<file path="config.mk">
export PLATFORM = sky130hd
export DESIGN_NAME = keccak_padder_gen_flat
export DESIGN_NICKNAME = d
export VERILOG_FILES = /design/src/rtl/keccak_padder_if.sv /design/src/rtl/keccak_padder_gen.sv /design/src/flat_wrapper.sv
export SDC_FILE = /design/constraint.sdc
export NUM_CORES = 1
export LEC_CHECK = 0
export BUFFER_PORTS_ARGS = -buffer_cell sky130_fd_sc_hd__buf_2
export CAP_MARGIN = 10
export CELL_PAD_IN_SITES_DETAIL_PLACEMENT = 0
export CELL_PAD_IN_SITES_GLOBAL_PLACEMENT = 2
export CORE_MARGIN = 3
export CORE_UTILIZATION = 29
export CTS_BUF_LIST = sky130_fd_sc_hd__clkbuf_4
export DETAILED_ROUTE_END_ITERATION = 16
export GPL_TIMING_DRIVEN = 0
export PLACE_DENSITY_LB_ADDON = 0.2
export SYNTH_ARGS = -nofsm -noshare
export SYNTH_HDL_FRONTEND = slang
export SYNTH_SLANG_ARGS = --single-unit
</file>
<file path="constraint.sdc">
create_clock -name clk -period 1.86 [get_ports clk]
set_input_delay 0.186 -clock clk [delete_from_list [all_inputs] [get_ports clk]]
set_output_delay 0.186 -clock clk [all_outputs]
set_load 0.02 [all_outputs]
</file>
<file path="src/rtl/keccak_padder_if.sv">
// Word/block handshake between a message source, the padder and the permutation.
// The master side drives message words and f_ack; the slave side (padder) returns the padded block.
interface keccak_padder_if #(
   parameter int IN_W = 32,
   parameter int RATE = 576
);
   localparam int BNW = $clog2(IN_W / 8);

   logic [IN_W-1:0] in;
   logic            in_ready;
   logic            is_last;
   logic [BNW-1:0]  byte_num;
   logic            buffer_full;
   logic [RATE-1:0] out;
   logic            out_ready;
   logic            f_ack;

   modport master (
      output in, in_ready, is_last, byte_num, f_ack,
      input  buffer_full, out, out_ready
   );

   modport slave (
      input  in, in_ready, is_last, byte_num, f_ack,
      output buffer_full, out, out_ready
   );
endinterface

</file>
<file path="src/rtl/keccak_padder_gen.sv">
// Keccak input padder: shifts IN_W-bit words into a RATE-bit block, applies DOMAIN..0x80 padding,
// and holds each complete block until the permutation acknowledges it.
module keccak_padder_gen #(
   parameter int          IN_W   = 32,
   parameter int          RATE   = 576,
   parameter logic [7:0]  DOMAIN = 8'h01
) (
   input logic           clk,
   input logic           reset,
   keccak_padder_if.slave bus
);
   localparam int NB  = IN_W / 8;
   localparam int BNW = $clog2(NB);
   localparam int NW  = RATE / IN_W;
   localparam int CW  = $clog2(NW + 1);

   localparam logic [1:0] S_ABSORB = 2'd0;
   localparam logic [1:0] S_PAD    = 2'd1;
   localparam logic [1:0] S_FULL   = 2'd2;
   localparam logic [1:0] S_DONE   = 2'd3;

   logic [1:0]      state_q, state_d;
   logic [CW-1:0]   cnt_q, cnt_d;
   logic [RATE-1:0] out_q, out_d;
   logic            final_q, final_d;
   logic            buffer_full_q, buffer_full_d;
   logic            out_ready_q, out_ready_d;

   logic            shift_en;
   logic [IN_W-1:0] word;
   logic [IN_W-1:0] last_word;

   // Final word: keep byte_num message bytes from the MSB side, then DOMAIN, then zeros.
   for (genvar gi = 0; gi < NB; gi++) begin : g_last_byte
      assign last_word[IN_W-1-8*gi -: 8] =
         (BNW'(gi) <  bus.byte_num) ? bus.in[IN_W-1-8*gi -: 8] :
         (BNW'(gi) == bus.byte_num) ? DOMAIN : 8'h00;
   end

   always_comb begin
      state_d       = state_q;
      cnt_d         = cnt_q;
      out_d         = out_q;
      final_d       = final_q;
      buffer_full_d = buffer_full_q;
      out_ready_d   = out_ready_q;
      shift_en      = 1'b0;
      word          = '0;

      case (state_q)
         S_ABSORB: begin
            if (bus.in_ready && !buffer_full_q) begin
               shift_en = 1'b1;
               word     = bus.is_last ? last_word : bus.in;
               if (bus.is_last) begin
                  final_d       = 1'b1;
                  state_d       = S_PAD;
                  buffer_full_d = 1'b1;
               end
            end
         end
         S_PAD: begin
            shift_en = 1'b1;
         end
         S_FULL: begin
            if (bus.f_ack) begin
               cnt_d         = '0;
               out_ready_d   = 1'b0;
               state_d       = final_q ? S_DONE : S_ABSORB;
               buffer_full_d = final_q;
            end
         end
         default: ;
      endcase

      // The word that completes the block overrides any PAD decision made above.
      if (shift_en) begin
         out_d = {out_q[RATE-IN_W-1:0], word};
         cnt_d = cnt_q + CW'(1);
         if (cnt_q == CW'(NW - 1)) begin
            if (final_d) begin
               out_d[7:0] = out_d[7:0] | 8'h80;
            end
            state_d       = S_FULL;
            buffer_full_d = 1'b1;
            out_ready_d   = 1'b1;
         end
      end
   end

   always_ff @(posedge clk) begin
      if (reset) begin
         state_q       <= S_ABSORB;
         cnt_q         <= '0;
         out_q         <= '0;
         final_q       <= 1'b0;
         buffer_full_q <= 1'b0;
         out_ready_q   <= 1'b0;
      end else begin
         state_q       <= state_d;
         cnt_q         <= cnt_d;
         out_q         <= out_d;
         final_q       <= final_d;
         buffer_full_q <= buffer_full_d;
         out_ready_q   <= out_ready_d;
      end
   end

   assign bus.out         = out_q;
   assign bus.out_ready   = out_ready_q;
   assign bus.buffer_full = buffer_full_q;
endmodule

</file>
<file path="src/flat_wrapper.sv">
// flat-port wrapper written by rule: the top's interface ports become plain ports
module keccak_padder_gen_flat 
#(
   parameter int          IN_W   = 32,
   parameter int          RATE   = 576,
   parameter logic [7:0]  DOMAIN = 8'h01
)
  (clk, reset, bus_in, bus_in_ready, bus_is_last, bus_byte_num, bus_f_ack, bus_buffer_full, bus_out, bus_out_ready);
  keccak_padder_if #(.IN_W(IN_W), .RATE(RATE)) bus_i ();
  input logic clk;
  input logic reset;
  input wire logic [$bits(bus_i.in)-1:0] bus_in;
  input wire logic [$bits(bus_i.in_ready)-1:0] bus_in_ready;
  input wire logic [$bits(bus_i.is_last)-1:0] bus_is_last;
  input wire logic [$bits(bus_i.byte_num)-1:0] bus_byte_num;
  input wire logic [$bits(bus_i.f_ack)-1:0] bus_f_ack;
  output wire logic [$bits(bus_i.buffer_full)-1:0] bus_buffer_full;
  output wire logic [$bits(bus_i.out)-1:0] bus_out;
  output wire logic [$bits(bus_i.out_ready)-1:0] bus_out_ready;
  assign bus_i.in = bus_in;
  assign bus_i.in_ready = bus_in_ready;
  assign bus_i.is_last = bus_is_last;
  assign bus_i.byte_num = bus_byte_num;
  assign bus_i.f_ack = bus_f_ack;
  assign bus_buffer_full = bus_i.buffer_full;
  assign bus_out = bus_i.out;
  assign bus_out_ready = bus_i.out_ready;
  keccak_padder_gen #(.IN_W(IN_W), .RATE(RATE), .DOMAIN(DOMAIN)) u_core (.clk(clk), .reset(reset), .bus(bus_i));
endmodule
</file>
Word level (Yosys, flattened, before mapping)
Cells that the tools add are included.
W data, S select, Z words.
- register bits: 586
- input bits: 39
- output and inout bits: 578
- logic and storage cells: 62
- add/sub/neg operators: 1
- magnitude comparators: 4
- equal/unequal tests: 6
- multiplexer cells: 38
- reductions and logical operators: 7
- operators by type and width (operator ; count):
    $mux W32 ; 3
    $mux W8 ; 6
    $mux W1 ; 17
    $mux W5 ; 3
    $mux W2 ; 6
    $add A5 B1 Y5 const B ; 1
    $eq A5 B5 Y1 const B ; 1
    $eq A2 B2 Y1 const A ; 2
    $logic_not A2 Y1 ; 2
    $lt A1 B2 Y1 const A ; 2
    $lt A2 B2 Y1 const A ; 2
    $pmux W1 S2 ; 2
    $pmux W2 S2 ; 1
    $reduce_bool A2 Y1 ; 2
    $eq A1 B2 Y1 const A ; 1
    $eq A2 B1 Y1 const B ; 1
    $eq A2 B2 Y1 const B ; 1
    $reduce_and A2 Y1 ; 1
    $logic_and A1 B1 Y1 ; 1
    $logic_not A1 Y1 ; 1

Logic depth before layout (Yosys ltp)
- word-level depth: 8
- depth in mapped cells: 7

Worst setup path after synthesis
Ideal clock, no wire load.
- path type: register to register
- start point: reg u_core.buffer_full_q (netlist: u_core.bus.buffer_full)
- end point: reg u_core.out_q[504] (netlist: u_core.bus.out[504])
- arrival time: 1503 ps
- path slack: 287 ps
- stages on the path, launching flop included: 7
- path buffers: 2
- path through: dfxtp_1 -> nor2b_1 -> o21ai_1 -> clkbuf_1 -> buf_2 -> nand2_1 -> a21oi_1
- cells in the longest elaborated chain, start to end: 4
- RTL lines (item ; line ; text):
    from (decl) ; keccak_padder_gen.sv:26 ; logic buffer_full_q, buffer_full_d;
    from (signal assigned) ; keccak_padder_gen.sv:104 ; buffer_full_q <= buffer_full_d;
    $logic_not A1 Y1 ; keccak_padder_gen.sv:52 ; if (bus.in_ready && !buffer_full_q) begin
    $logic_and A1 B1 Y1 ; keccak_padder_gen.sv:52 ;
    $mux W1 ; keccak_padder_gen.sv:52 ;
    $pmux W1 S2 ; keccak_padder_gen.sv:50 ; case (state_q)
    to (signal assigned) ; keccak_padder_gen.sv:102 ; out_q <= out_d;
    to (decl) ; keccak_padder_gen.sv:24 ; logic [RATE-1:0] out_q, out_d;
No other way between the ends.
A chain may end at the register's enable or synchronous reset.

Worst setup path in the final report
- start point: reg u_core.state_q[0]
- end point: reg u_core.out_q[8] (netlist: u_core.bus.out[8])
- cells in the longest elaborated chain, start to end: 2
- RTL lines (item ; line ; text):
    from (decl) ; keccak_padder_gen.sv:22 ; logic [1:0] state_q, state_d;
    from (signal assigned) ; keccak_padder_gen.sv:100 ; state_q <= state_d;
    $eq A2 B1 Y1 / $logic_not A2 Y1 (equally long branches) ; keccak_padder_gen.sv:50 ;
    $pmux W1 S2 / $mux W32 (equally long branches) ; keccak_padder_gen.sv:50 ;
Several ways; a longest one is shown, not always the timed one.

==> results_tabular.tex <==
\begin{tabular}{lr}
\hline
Metric & Value \\
\hline
\multicolumn{2}{l}{\textbf{Status}} \\
Outcome & finished, final reports clean \\
\multicolumn{2}{l}{\textbf{Cells and area}} \\
Number of nets in the finished design & about 3400 \\
Non-filler cells in the finished layout & 4418 \\
Share of final-layout standard cells stronger than drive strength 1 & 33.2\% \\
Layout area overhead & 39.4\% \\
Util after Layout & 41.3\% \\
\multicolumn{2}{l}{\textbf{Yosys}} \\
Netlist Area Pre-Place & 0.0201 sq mm \\
Largest family of logic cells by synthesized area & simple AND/OR/NAND/NOR gates \\
Post-synthesis share of cell area spent on and, or, nand and nor gates & 21.8\% \\
Cells after synthesis & 2527 \\
Post-synthesis share of cell area spent on full adders, half adders and majority gates & less than 1\% \\
Number of flip-flops and latches in the synthesized netlist & slightly below 600 \\
Post-synthesis share of cell area spent on xor and xnor gates & 0\% \\
Post-Synthesis Net Count & 2568 \\
Share of synthesized area occupied by flip-flops and latches & 58.3\% \\
Mean cell area of the mapped netlist & 7.96 sq um \\
Yosys synthesis warning count & 0 \\
Proportion of synthesized area in mux cells & less than 1\% \\
Area fraction in compound gates after synthesis & roughly 15\% \\
Number of distinct standard cells referenced by the synthesized netlist & 29 \\
\multicolumn{2}{l}{\textbf{Critical path}} \\
Arrival time of the worst setup path & 2.64 ns \\
Crit Path Category & flip-flop to flip-flop \\
Worst flop-to-flop path endpoint & u\_core.bus.out[8] \\
Required time of the critical path & $\sim$2.7 ns \\
Beginning of the worst register-to-register path & u\_core.state\_q[0] \\
Crit end category & flip-flop \\
Max FO, Critical Path & 9 \\
Reg2Reg Setup Slack & 0.10 ns \\
Depth of the most critical reg-to-reg path & 4 \\
Kind of launch point of the worst setup path & flip-flop \\
\multicolumn{2}{l}{\textbf{Pwr}} \\
Power density of the placed cells & between 900 and 1000 mW/mm\^{}2 \\
Total Power & around 27 mW \\
Leakage power & 11.5 nW \\
Maximum vdd drop & 0.433 mV \\
\multicolumn{2}{l}{\textbf{Worst hold path}} \\
Origin of the worst min-delay path & bus\_in[24] \\
Class of the tightest hold or removal check & input port to flip-flop \\
Hold EP & u\_core.bus.out[24] \\
Hold Path Depth & 4 \\
\multicolumn{2}{l}{\textbf{Floorplanning}} \\
Die span in y & 269 um \\
Number of primary I/O pins & between 600 and 700 \\
Core Area & 0.0680 sq mm \\
Die outline area & 0.0726 sq mm \\
Die width & $\sim$270 um \\
Initial cell density of the core & 29.6\% \\
Number of cell rows & 95 \\
\multicolumn{2}{l}{\textbf{STA}} \\
Measured slew at the worst slew-check pin & 1.14 ns \\
Worst-case clock skew & 0.0680 ns \\
Fmax & about 570 MHz \\
Clock period minus final worst setup slack & 1.76 ns \\
Final Max Tran Viols & 0 \\
Share of the cycle needed by the critical path after routing & 94.4\% \\
Number of hold violations in the final report & 0 \\
RSZ-0062 raised after global routing & yes \\
Final setup violating endpoints & 0 \\
Worst rel slew slack & about a quarter \\
\multicolumn{2}{l}{\textbf{Placed design}} \\
Total of buffers placed on input and output ports & between 600 and 700 \\
Detailed placer's ending HPWL & 67.4 mm \\
Cell Count Post-Placement & 4063 \\
Placer Congestion & 0.859 \\
\multicolumn{2}{l}{\textbf{Detailed routing}} \\
Final antenna-violating net count & 0 \\
Count of unresolved DRC violations after routing & 0 \\
Detailed-route wire length per cell & just under 20 um \\
Length of the first detailed-routing pass in iterations & 5 \\
Iter 0 DRT Violations & 986 \\
DRT Wirelength & between 80 and 90 mm \\
Routed vias/inst & 4.67 \\
Via Count & 20600 \\
\multicolumn{2}{l}{\textbf{Clock tree}} \\
Maximum clock insertion buffer count & 3 \\
Insertion delay to the later sink of the worst-skew pair & 0.98 ns \\
CTS tree & yes \\
Number of clock sinks & between 500 and 600 \\
Clock tree root driver cell & sky130\_fd\_sc\_hd\_\_clkbuf\_4 \\
Number of levels in the clock H-tree & 4 \\
Number of buffers created by CTS & $\sim$170 \\
Clock Pin Slew Worst Setup and Hold Paths & 0.06 ns \\
\multicolumn{2}{l}{\textbf{Global route}} \\
Gr ovfl total & 0 \\
Global-route total usage across every layer & a little under a quarter \\
Wire length of the first global-routing pass & 128 mm \\
Antenna violations before repair & 4 \\
Pin count of the biggest net entering global routing & 17 \\
Vias in the first global route & about 21000 \\
\multicolumn{2}{l}{\textbf{Flow run}} \\
MaxCap Viol Count & 0 \\
\hline
\end{tabular}
==> Yosys cell counts (all sizes together) <==
cell type	n	share of area (%)
a21oi	556	14
a221oi	1	0.044
a22oi	28	1.0
a2bb2oi	1	0.044
a311oi	1	0.044
a31oi	1	0.031
buf	122	3.0
clkbuf	68	1.3
dfxtp	586	58
ha	2	0.12
inv	4	0.075
mux2	1	0.056
nand2	1096	20
nand2b	3	0.093
nand3	5	0.12
nor2	32	0.67
nor2b	3	0.093
nor3	1	0.081
nor3b	1	0.037
nor4b	1	0.044
nor4bb	1	0.050
o211ai	3	0.11
o21a	1	0.037
o21ai	5	0.12
o2bb2a	1	0.050
or3	2	0.062
or4b	1	0.068
==> worst max-delay path by stage <==
stage,startpoint,to,slack [ns],cells past startpoint
6_report,u_core.state_q[0],u_core.bus.out[8],0.10,4
5_1_grt,u_core.bus.out[211],bus_out[211],-0.02,1
4_1_cts,u_core.bus.out[351],bus_out[351],0.0002,1
3_5_place_dp,reset,u_core.bus.out[23],-0.59,4
3_3_place_gp,reset,u_core.bus.out[547],-0.56,4
2_1_floorplan,u_core.bus.buffer_full,u_core.bus.out[504],0.29,6
==> per-stage QoR <==
stage	hold WS [ns]	instance area [sq um]	TNS (ns)	setup WS, ns
floorplan	0.322	20100	0	0.287
global placement	0.424	24300	-234.27	-0.556
detailed placement	0.428	24300	-245.53	-0.593
CTS	0.0182	27800	0	0.000195
global route	0.0429	28000	-3.05	-0.0228
finish	0.148	28100	0	0.103
==> per-layer routing <==
metal	wire, um	vias to the layer above	track usage, %
met5	13	-	0
met4	1740	2	6.69
met3	6780	108	8.75
met2	42200	644	39.8
met1	35500	9863	26.3
li1	-	10000	-
==> cells by family (layout without fill, tap and decap cells) <==
group | after synthesis | count (layout)
simple gates | 1146 | 1146
compound gates | 598 | 598
flops | 586 | 586
buf+inv | 194 | 1158
fa+ha+maj | 2 | 2
mux | 1 | 1
other cells | 0 | 6
==> power by group <==
group	total (mW)	switching, mW	internal, mW
registers	12.7	0.0821	12.6
logic	1.95	1.43	0.520
clock network	12.1	5.47	6.63
total	26.8	6.99	19.8
==> final cells by class <==
| class | instances | area (sq um) |
|---|---|---|
| repair buffers | 682 | 4370 |
| flip-flops and latches | 586 | 11900 |
| multi-input cells | 1747 | 7520 |
| diodes | 6 | 15.0 |
| clock buffers | 243 | 1820 |
| clock inverters | 39 | 295 |
| fillers | 7316 | 39900 |
| inverters | 4 | 15.0 |
| well taps | 921 | 1150 |
| plain buffers | 190 | 920 |
==> worst max-delay path, stage by stage (launching register included) <==
cell and delay (ns):
sky130_fd_sc_hd__dfxtp_1 0.38, sky130_fd_sc_hd__or4b_4 0.66, sky130_fd_sc_hd__nor2_4 0.29, sky130_fd_sc_hd__o21ai_0 0.18, sky130_fd_sc_hd__a21oi_1 0.17
==> sequential cells by signal (all words and copies together), names as in the netlist <==
| name | flops |
|---|---|
| u_core.cnt_q | 5 |
| u_core.state_q | 2 |
| u_core.final_q | 1 |
| u_core.bus.out | 576 |
| u_core.bus.buffer_full | 1 |
| u_core.bus.out_ready | 1 |
==> repair_timing <==
item | CTS | global route
setup buffers | 0 | 0
hold buffers | 67 | 0
hold endpoints to repair | 42 | 0
pin swaps | 0 | 0
gates resized for setup | 300 | 154
endpoints found under the setup margin | 819 | 142
==> placed cells by master (no fill, tap or decap), types with 2 or more instances in the layout <==
cell type and count:
sky130_fd_sc_hd__o211ai_1 3, sky130_fd_sc_hd__clkbuf_4 267, sky130_fd_sc_hd__nand2_1 1096, sky130_fd_sc_hd__dfxtp_1 430
sky130_fd_sc_hd__ha_1 2, sky130_fd_sc_hd__dfxtp_4 4, sky130_fd_sc_hd__buf_2 477, sky130_fd_sc_hd__nor2b_1 2
sky130_fd_sc_hd__a21oi_1 556, sky130_fd_sc_hd__bufinv_16 5, sky130_fd_sc_hd__buf_6 4, sky130_fd_sc_hd__clkbuf_1 65
sky130_fd_sc_hd__nand2b_1 3, sky130_fd_sc_hd__nor2_4 2, sky130_fd_sc_hd__buf_4 234, sky130_fd_sc_hd__nand3_1 5
sky130_fd_sc_hd__clkinvlp_4 2, sky130_fd_sc_hd__diode_2 6, sky130_fd_sc_hd__inv_2 3, sky130_fd_sc_hd__clkinv_1 27
sky130_fd_sc_hd__a22oi_1 28, sky130_fd_sc_hd__nor2_1 29, sky130_fd_sc_hd__inv_1 4, sky130_fd_sc_hd__or3_1 2
sky130_fd_sc_hd__dfxtp_2 152, sky130_fd_sc_hd__dlygate4sd3_1 67, sky130_fd_sc_hd__o21ai_0 4
(Power assumes the default switching activity.)
